==> src/rtl/hazard_pkg.sv <==
// hazard_pkg: shared types and constants for the decode-stage hazard scoreboard.
//   lat_t              : latency field for the default MAX_LAT of 4
//   SC_RAW/SC_WAW/SC_WBC : bit positions inside stall_cause
//   LAT_ALU/LAT_LOAD/LAT_MUL : producer latencies of the standard units
package hazard_pkg;

   localparam int MAX_LAT_DEF = 4;
   localparam int LAT_W_DEF   = $clog2(MAX_LAT_DEF + 1);

   typedef logic [LAT_W_DEF-1:0] lat_t;

   localparam int SC_RAW = 0;
   localparam int SC_WAW = 1;
   localparam int SC_WBC = 2;

   localparam lat_t LAT_ALU  = lat_t'(1);
   localparam lat_t LAT_LOAD = lat_t'(2);
   localparam lat_t LAT_MUL  = lat_t'(3);

endpackage

==> src/rtl/hazard_scoreboard_counter.sv <==
// reg_pend_counter: per-register countdown of cycles until the register is
// forwardable. Loads a new value on issue, otherwise counts down to 0 and holds.
//   clk, rst  : clock, synchronous active-high reset
//   load      : an issuing instruction targets this register
//   load_val  : value to load (effective latency minus one)
//   cnt       : cycles remaining, 0 = ready
module reg_pend_counter
   import hazard_pkg::*;
#(
   parameter int LAT_W = 3
) (
   input  logic             clk,
   input  logic             rst,
   input  logic             load,
   input  logic [LAT_W-1:0] load_val,
   output logic [LAT_W-1:0] cnt
);

   logic [LAT_W-1:0] cnt_q, cnt_d;

   always_comb begin
      cnt_d = cnt_q;
      if (load)
         cnt_d = load_val;
      else if (cnt_q != '0)
         cnt_d = cnt_q - LAT_W'(1);
   end

   always_ff @(posedge clk) begin
      if (rst) cnt_q <= '0;
      else     cnt_q <= cnt_d;
   end

   assign cnt = cnt_q;

endmodule

==> src/rtl/hazard_scoreboard.sv <==
// hazard_scoreboard: decode-stage interlock for multi-latency producers.
// Tracks a countdown per register and a write-port reservation shift register,
// and stalls ID on RAW, WAW or writeback-port conflicts.
//   clk, rst                 : clock, synchronous active-high reset
//   issue_valid, flush       : instruction present in ID / squashed this cycle
//   rd_mask, rd_num          : used read ports and their source registers
//   wr_en, wr_num, wr_lat    : destination write and its producer latency
//   stall, IFID_Write, PCWrite : pipeline hold controls
//   stall_cause              : one-hot {wbc, waw, raw}, RAW has priority
//   issued                   : instruction leaves ID this cycle
module hazard_scoreboard
   import hazard_pkg::*;
#(
   parameter int NUM_REGS = 16,
   parameter int NUM_RD   = 3,
   parameter int MAX_LAT  = 4,
   parameter int REG_W    = $clog2(NUM_REGS),
   parameter int LAT_W    = $clog2(MAX_LAT + 1)
) (
   input  logic              clk,
   input  logic              rst,
   input  logic              issue_valid,
   input  logic              flush,
   input  logic [NUM_RD-1:0] rd_mask,
   input  logic [REG_W-1:0]  rd_num [NUM_RD],
   input  logic              wr_en,
   input  logic [REG_W-1:0]  wr_num,
   input  logic [LAT_W-1:0]  wr_lat,
   output logic              stall,
   output logic              IFID_Write,
   output logic              PCWrite,
   output logic [2:0]        stall_cause,
   output logic              issued
);

   logic [LAT_W-1:0]    pend [NUM_REGS];
   logic [NUM_REGS-1:0] pend_load;
   logic [MAX_LAT-1:0]  wb_busy_q, wb_busy_d;
   logic [LAT_W-1:0]    eff_lat, eff_lat_m1, pend_wr;
   logic                raw, waw, wbc, hazard;

   // Effective latency: 0 behaves as 1, anything above MAX_LAT saturates.
   always_comb begin
      eff_lat = wr_lat;
      if (wr_lat == '0)
         eff_lat = LAT_W'(1);
      else if (int'(wr_lat) > MAX_LAT)
         eff_lat = LAT_W'(MAX_LAT);
      eff_lat_m1 = eff_lat - LAT_W'(1);
   end

   // Hazard checks against current state only; a read of the instruction's
   // own destination sees the old countdown.
   always_comb begin
      raw     = 1'b0;
      pend_wr = '0;
      wbc     = 1'b0;
      for (int i = 0; i < NUM_RD; i++)
         for (int r = 0; r < NUM_REGS; r++)
            if (rd_mask[i] && rd_num[i] == REG_W'(r) && pend[r] != '0)
               raw = 1'b1;
      for (int r = 0; r < NUM_REGS; r++)
         if (wr_num == REG_W'(r))
            pend_wr = pend[r];
      for (int k = 0; k < MAX_LAT; k++)
         if (int'(eff_lat) == k + 1 && wb_busy_q[k])
            wbc = 1'b1;
      waw    = wr_en && (pend_wr > eff_lat_m1);
      wbc    = wr_en && wbc;
      hazard = raw || waw || wbc;
   end

   always_comb begin
      stall       = rst | (issue_valid & ~flush & hazard);
      issued      = issue_valid & ~stall & ~flush;
      IFID_Write  = ~stall;
      PCWrite     = ~stall;
      stall_cause = '0;
      if (!rst && stall) begin
         if (raw)      stall_cause[SC_RAW] = 1'b1;
         else if (waw) stall_cause[SC_WAW] = 1'b1;
         else          stall_cause[SC_WBC] = 1'b1;
      end
   end

   always_comb begin
      for (int r = 0; r < NUM_REGS; r++)
         pend_load[r] = issued && wr_en && (wr_num == REG_W'(r));
   end

   // Write-port reservation: bit k = port taken k+1 cycles from now. A new
   // producer of latency L claims bit L-2 after this cycle's shift.
   always_comb begin
      wb_busy_d = wb_busy_q >> 1;
      for (int k = 0; k < MAX_LAT; k++)
         if (issued && wr_en && int'(eff_lat) == k + 2)
            wb_busy_d[k] = 1'b1;
   end

   always_ff @(posedge clk) begin
      if (rst) wb_busy_q <= '0;
      else     wb_busy_q <= wb_busy_d;
   end

   for (genvar r = 0; r < NUM_REGS; r++) begin : g_pend
      reg_pend_counter #(.LAT_W(LAT_W)) u_cnt (
         .clk      (clk),
         .rst      (rst),
         .load     (pend_load[r]),
         .load_val (eff_lat_m1),
         .cnt      (pend[r])
      );
   end

endmodule
==> config.mk <==
export PLATFORM = sky130hd
export DESIGN_NAME = hazard_scoreboard
export DESIGN_NICKNAME = d
export VERILOG_FILES = /design/src/rtl/hazard_pkg.sv /design/src/rtl/hazard_scoreboard_counter.sv /design/src/rtl/hazard_scoreboard.sv
export SDC_FILE = /design/constraint.sdc
export NUM_CORES = 1
export LEC_CHECK = 0
export CAP_MARGIN = 20
export CORE_MARGIN = 2
export CORE_UTILIZATION = 55
export CTS_CLUSTER_DIAMETER = 150
export DETAILED_ROUTE_END_ITERATION = 8
export GPL_ROUTABILITY_DRIVEN = 0
export PLACE_DENSITY = 0.78
export SLEW_MARGIN = 25
export SYNTH_ARGS = -nofsm -noshare
export SYNTH_HDL_FRONTEND = slang
export SYNTH_HIERARCHICAL = 1
export SYNTH_SLANG_ARGS = --single-unit
==> constraint.sdc <==
create_clock -name clk -period 6.9 [get_ports clk]
set_input_delay 2.07 -clock clk [delete_from_list [all_inputs] [get_ports clk]]
set_output_delay 2.07 -clock clk [all_outputs]
set_load 0.02 [all_outputs]
# Yosys cells after proc, flatten, opt, wreduce, memory -nomap -nowiden
# Index checks and enable logic that the tools add are counted.
totals:
  inputBits: 27
  word_cells: 383
  ff_bits: 52
op_classes:
  eq_ne: 65
  muxes: 111
  order_cmp: 2
  n_reduce_logical: 164
  add_sub_neg: 17
  bitwise_logic: 7
op_table:
  columns: ["operator", "count"]
  rows:
  - ["two-way mux 3 bit", 51]
  - ["== test 4 bit, second input constant", 32]
  - ["logical AND 1 bit", 124]
  - ["== test 4 x 3 -> 1 bit, second input constant", 16]
  - ["two-way mux 1 bit", 59]
  - ["subtractor 3 x 1 -> 3 bit, second input constant", 17]
  - ["nonzero test 3 bit", 16]
  - ["== test 4 x 2 -> 1 bit, second input constant", 8]
  - ["nonzero test 2 bit", 16]
  - ["== test 4 x 1 -> 1 bit, second input constant", 4]
  - ["zero test 4 bit", 4]
  - ["== test 3 bit, second input constant", 4]
  - ["bitwise AND 1 bit", 4]
  - ["== test 3 x 2 -> 1 bit, second input constant", 1]
  - ["> comparator 3 bit", 1]
  - ["> comparator 3 bit, second input constant", 1]
  - ["zero test 3 bit", 1]
  - ["logical OR 1 bit", 2]
  - ["two-way mux 2 bit", 1]
  - ["NOT 1 bit", 2]
  - ["zero test 1 bit", 1]
  - ["OR 1 bit", 1]

# Depth between registers and ports, before layout
logic_depth:
  depth_word: 61
  depth_mapped: 18
  depth_no_buf: 15

# Cells and area by module
# The synthesis kept the hierarchy.
modules_own_cells:
  columns: ["module", "area_each_um2", "seq_area_each_um2", "instances", "cells_each"]
  rows:
  - ["reg_pend_counter", 202.7, 60.1, 16, 21]
  - ["hazard_scoreboard", 1970.6, 80.1, 1, 254]

# Least setup slack after synthesis
# No wires, ideal clock.
synth_timing:
  path_kind: "in2out"
  from: "input port wr_num[0]"
  to: "output port PCWrite"
  required_ps: 4830
  cell_stages: 13
  path_slack_ps: -475
  t_arrival_ps: 5305
  cell_sequence: "clkbuf_1 -> buf_1 -> clkbuf_1 -> nand3_1 -> a311oi_1 -> a211o_1 -> ha_1 -> a211oi_1 -> o21ai_0 -> a211oi_1 -> o211ai_1 -> a21oi_1 -> buf_4"
synth_between:
  elab_chain_cells: 24
synth_rtl:
  columns: ["item", "line", "text"]
  rows:
  - ["start: declaration", "hazard_scoreboard.sv:27", "input logic [REG_W-1:0] wr_num,"]
  - ["zero test 4 bit", "hazard_scoreboard.sv:63", "if (wr_num == REG_W'(r))"]
  - ["two-way mux 3 bit (15 in a row)", "hazard_scoreboard.sv:63", null]
  - ["two-way mux 3 bit (*)", "hazard_scoreboard.sv:63", null]
  - ["> comparator 3 bit (*)", "hazard_scoreboard.sv:68", "waw = wr_en && (pend_wr > eff_lat_m1);"]
  - ["logical AND 1 bit (*)", "hazard_scoreboard.sv:68", null]
  - ["logical OR 1 bit (*) (2 in a row)", "hazard_scoreboard.sv:70", "hazard = raw || waw || wbc;"]
  - ["bitwise AND 1 bit (*)", "hazard_scoreboard.sv:74", "stall = rst | (issue_valid & ~flush & hazard);"]
  - ["OR 1 bit (*)", "hazard_scoreboard.sv:74", null]
  - ["NOT 1 bit (*)", null, null]
  - ["end: declaration", "hazard_scoreboard.sv:31", "output logic PCWrite,"]
# Mark *: on every way between the ends. The rest lies on a longest branch, timed or not.

# Worst setup path after layout
layout_timing:
  from: "input port wr_num[0]"
  to: "output port IFID_Write"
layout_between:
  elab_chain_cells: 24
layout_rtl:
  columns: ["item", "line", "text"]
  rows:
  - ["zero test 4 bit", "hazard_scoreboard.sv:63", null]
  - ["two-way mux 3 bit (15 in a row)", "hazard_scoreboard.sv:63", null]
  - ["two-way mux 3 bit (*)", "hazard_scoreboard.sv:63", null]
  - ["> comparator 3 bit (*)", "hazard_scoreboard.sv:68", null]
  - ["logical AND 1 bit (*)", "hazard_scoreboard.sv:68", null]
  - ["logical OR 1 bit (*) (2 in a row)", "hazard_scoreboard.sv:70", null]
  - ["bitwise AND 1 bit (*)", "hazard_scoreboard.sv:74", null]
  - ["OR 1 bit (*)", "hazard_scoreboard.sv:74", null]
  - ["NOT 1 bit (*)", "hazard_scoreboard.sv:76", "IFID_Write = ~stall;"]
  - ["end: declaration", "hazard_scoreboard.sv:30", "output logic IFID_Write,"]
# Marks and branches as above.

==> reports/metrics.cfg <==
[power]
pwr-share-clk=0.108
p_per_area_nw_per_um2=324
combPwrFrac=0.572
p_seq_frac=0.319
p_sw_mw=0.880
p_leak_nw=2.28
total_power_mw=2.03
p_int_mw=1.15
sw_frac_of_total=0.433
irDropWorstVdd_mv=0.126

[clock_network]
root_buffer=clkbuf_8
cts_buffers=5
cts.sinks=52
clockBufferDepth=2
cts_tree=done
htree_levels=2
cts_hold_buf=0
clkTransAtPathRegs_ns=0.10
clkLatencyLatePin_ns=0.32

[routing]
first_pass_iters=6
vias_per_cell=6.34
vias=5025
wl_per_cell_microns=18.6
routed_wl_microns=14700
drt_iter0_drc=454
drc=0
antenna_left=0

[setup_path]
cp.required_ns=4.83
critPathBufInv=2
worstSetupPathType=in2out
cp_max_fo=7
cp_slowest_stage_delay_ns=0.34
cp_num_cells=15
critical_path.endpoint_type=output pin
slowest_stage=ha_2
crit_family=compound AO/OA/AOI/OAI gates
cp_data_arrival_time_ns=4.80
path_cells=buf_6 -> mux2_2 -> o221ai_1 -> a21oi_1 -> o32ai_2 -> o221ai_1 -> o311a_1 -> ha_2 -> nand3_1 -> o21ai_2 -> o21ai_2 -> a211oi_2 -> o211ai_1 -> a21oi_2 -> buf_4
start_kind=input pin
rr_worst_depth=24

[die]
initial_utilization=0.564
core_sq_um=9240
dieArea_sq_um=10300
die_w_microns=101
pin_count=34
die_h_microns=101
rows=35

[sta]
relSlewSlack=0.492
rsz0062_at_grt=yes
finalCritPeriodShare=0.995
post-route-min-period_ns=6.87
fin_ws_ns=0.0318
fin_skew_ns=0.0131
hold_viol_final=0
drv_slew=0
setup_viol=0
max_freq_mhz=146
worst_slew_pin_slew_ns=0.761
whs_ns=0.498

[placement]
postPlaceCellArea_sq_um=5930
place_ws_ns=-0.960
dp_hpwl_microns=10700
portBuffers=33

[synthesis]
synth.area.top_cells=dfxtp_1 (20%), nor2b_1 (10%), ha_1 (9.6%)
async_reset_ff_frac=0
ys_types=72
synth_ff_type=dfxtp_1
syn-num-nets=657
syn_inst=590
yosys.area_share.simple=0.370
synth.most_common_cell=nor2b_1
ys_seq_elements=52
ys_warn_count=6
synth_top_area_frac=0.200
synthMuxAreaShare=0.0497
synth_top_family_by_area=simple AND/OR/NAND/NOR gates
ys_seq_area_frac=0.200
synth_xor_area_frac=0.00168
synth_fa_ha_area_frac=0.0960
synthTopCellsByCount=nor2b_1 (87), inv_1 (62), dfxtp_1 (52)
synth_compound_area_frac=0.214
yosysTopAreaCell=dfxtp_1
syn_avg_cell_area_sq_um=8.84
synth_area_sq_um=5210
synth-edff-count=0

[global_routing]
antenna_found_initial=0
gr-usage-all-layers=0.285
grt_max_degree=56
grt_overflow=0
grt_pass1_vias=4969
grt_pass1_wl_microns=23300

[worst_hold_path]
min_path_cells=2
min-delay-path-class=reg2reg

[cells_and_area]
fillers=733
synthToLayoutAreaGrowth_pct=20.3
drive_above_1_share=0.221
antenna_cells=0
design_area_sq_um=6270
nets=730

[run]
cap_violations=0

[run_status]
status=finished clean

final cells by class:
class                           count  area [sq um]  area share
Clock buffer                        6          72.6      0.0116
Clock inverter                      2          35.0     0.00559
Inverter                           62           233      0.0371
Multi-Input combinational cell    455          3930       0.626
Sequential cell                    52          1040       0.166
Tap cell                          129           161      0.0257
Timing Repair Buffer               87           800       0.127
layer usage:
layer / part of all wire / track usage / vias up
met5: 0 / 0 / -
met4: 0.029 / 0.117 / 0
met3: 0.060 / 0.0380 / 41
met2: 0.49 / 0.493 / 198
met1: 0.42 / 0.357 / 2422
li1: - / - / 2364
tightest hold or removal path, stage by stage, from the launching register on:
cell	delay, ns
dfxtp_1	0.33
inv_1	0.06
o22ai_2	0.07
repair_timing:
action,CTS,global route
cloned,1,0
setup endpoints to repair,6,29
setup buffers,7,5
pin swaps,7,12
gates resized for setup,40,41
through the flow:
stage	util	setup TNS, ns	std cells
after global placement	0.642	-4.30	773
after detailed placement	0.642	-4.61	773
after floorplan	-	0	590
final	0.679	0	793
after CTS	0.664	0	789
after global routing	0.679	-0.309	793
layout by cell type, fill, tap and decap left out, drive strengths merged, types with 3 or more instances in the layout:
master | synthesis | routed
a2111oi | 35 | 35
a211o | 3 | 3
a211oi | 10 | 10
a21oi | 8 | 8
a311oi | 17 | 17
buf | 8 | 62
clkbuf | 13 | 6
clkdlybuf4s50 | 0 | 22
dfxtp | 52 | 52
ha | 40 | 40
inv | 62 | 62
mux2 | 7 | 7
mux2i | 11 | 11
mux4 | 3 | 3
nand2 | 11 | 11
nand2b | 25 | 25
nand3 | 6 | 6
nand3b | 5 | 5
nand4 | 4 | 4
nor2 | 8 | 8
nor2b | 87 | 87
nor3 | 26 | 26
nor3b | 4 | 4
nor4 | 17 | 17
nor4b | 33 | 33
o21ai | 12 | 12
o221ai | 3 | 3
o22ai | 5 | 5
or2b | 16 | 16
or3b | 18 | 18
or4 | 4 | 4
flip-flops by register name (all words and copies together) (netlist names):
register          flops
wb_busy_q             4
g_pend.u_cnt/cnt     48
cells by family (layout without fill, tap and decap cells):
group,after synthesis,count (layout)
simple gates,275,275
compound gates,118,118
buf+inv,83,157
flops,52,52
fa+ha+maj,40,40
mux,21,21
xor+xnor,1,1
power by group through the flow:
stage                     clock (mW)  combinational, mW  sequential, mW
after floorplan                    0              0.847           0.564
after global routing           0.234               1.29           0.670
final                          0.220               1.16           0.649
after CTS                      0.221               1.12           0.636
after detailed placement           0               1.08           0.640
after global placement             0               1.01           0.638
worst paths after layout:
| path | slack, ns | start | endpoint |
|---|---|---|---|
| hold / removal | 0.50 | wb_busy_q[2] | wb_busy_q[1] |
| setup reg to reg | 1.75 | g_pend[2].u_cnt/cnt[2] | g_pend[13].u_cnt/cnt[1] |
| hold reg to reg | 0.50 | wb_busy_q[2] | wb_busy_q[1] |
| setup / recovery | 0.03 | wr_num[0] | IFID_Write |
No activity file was read; power rests on OpenSTA's default activity.
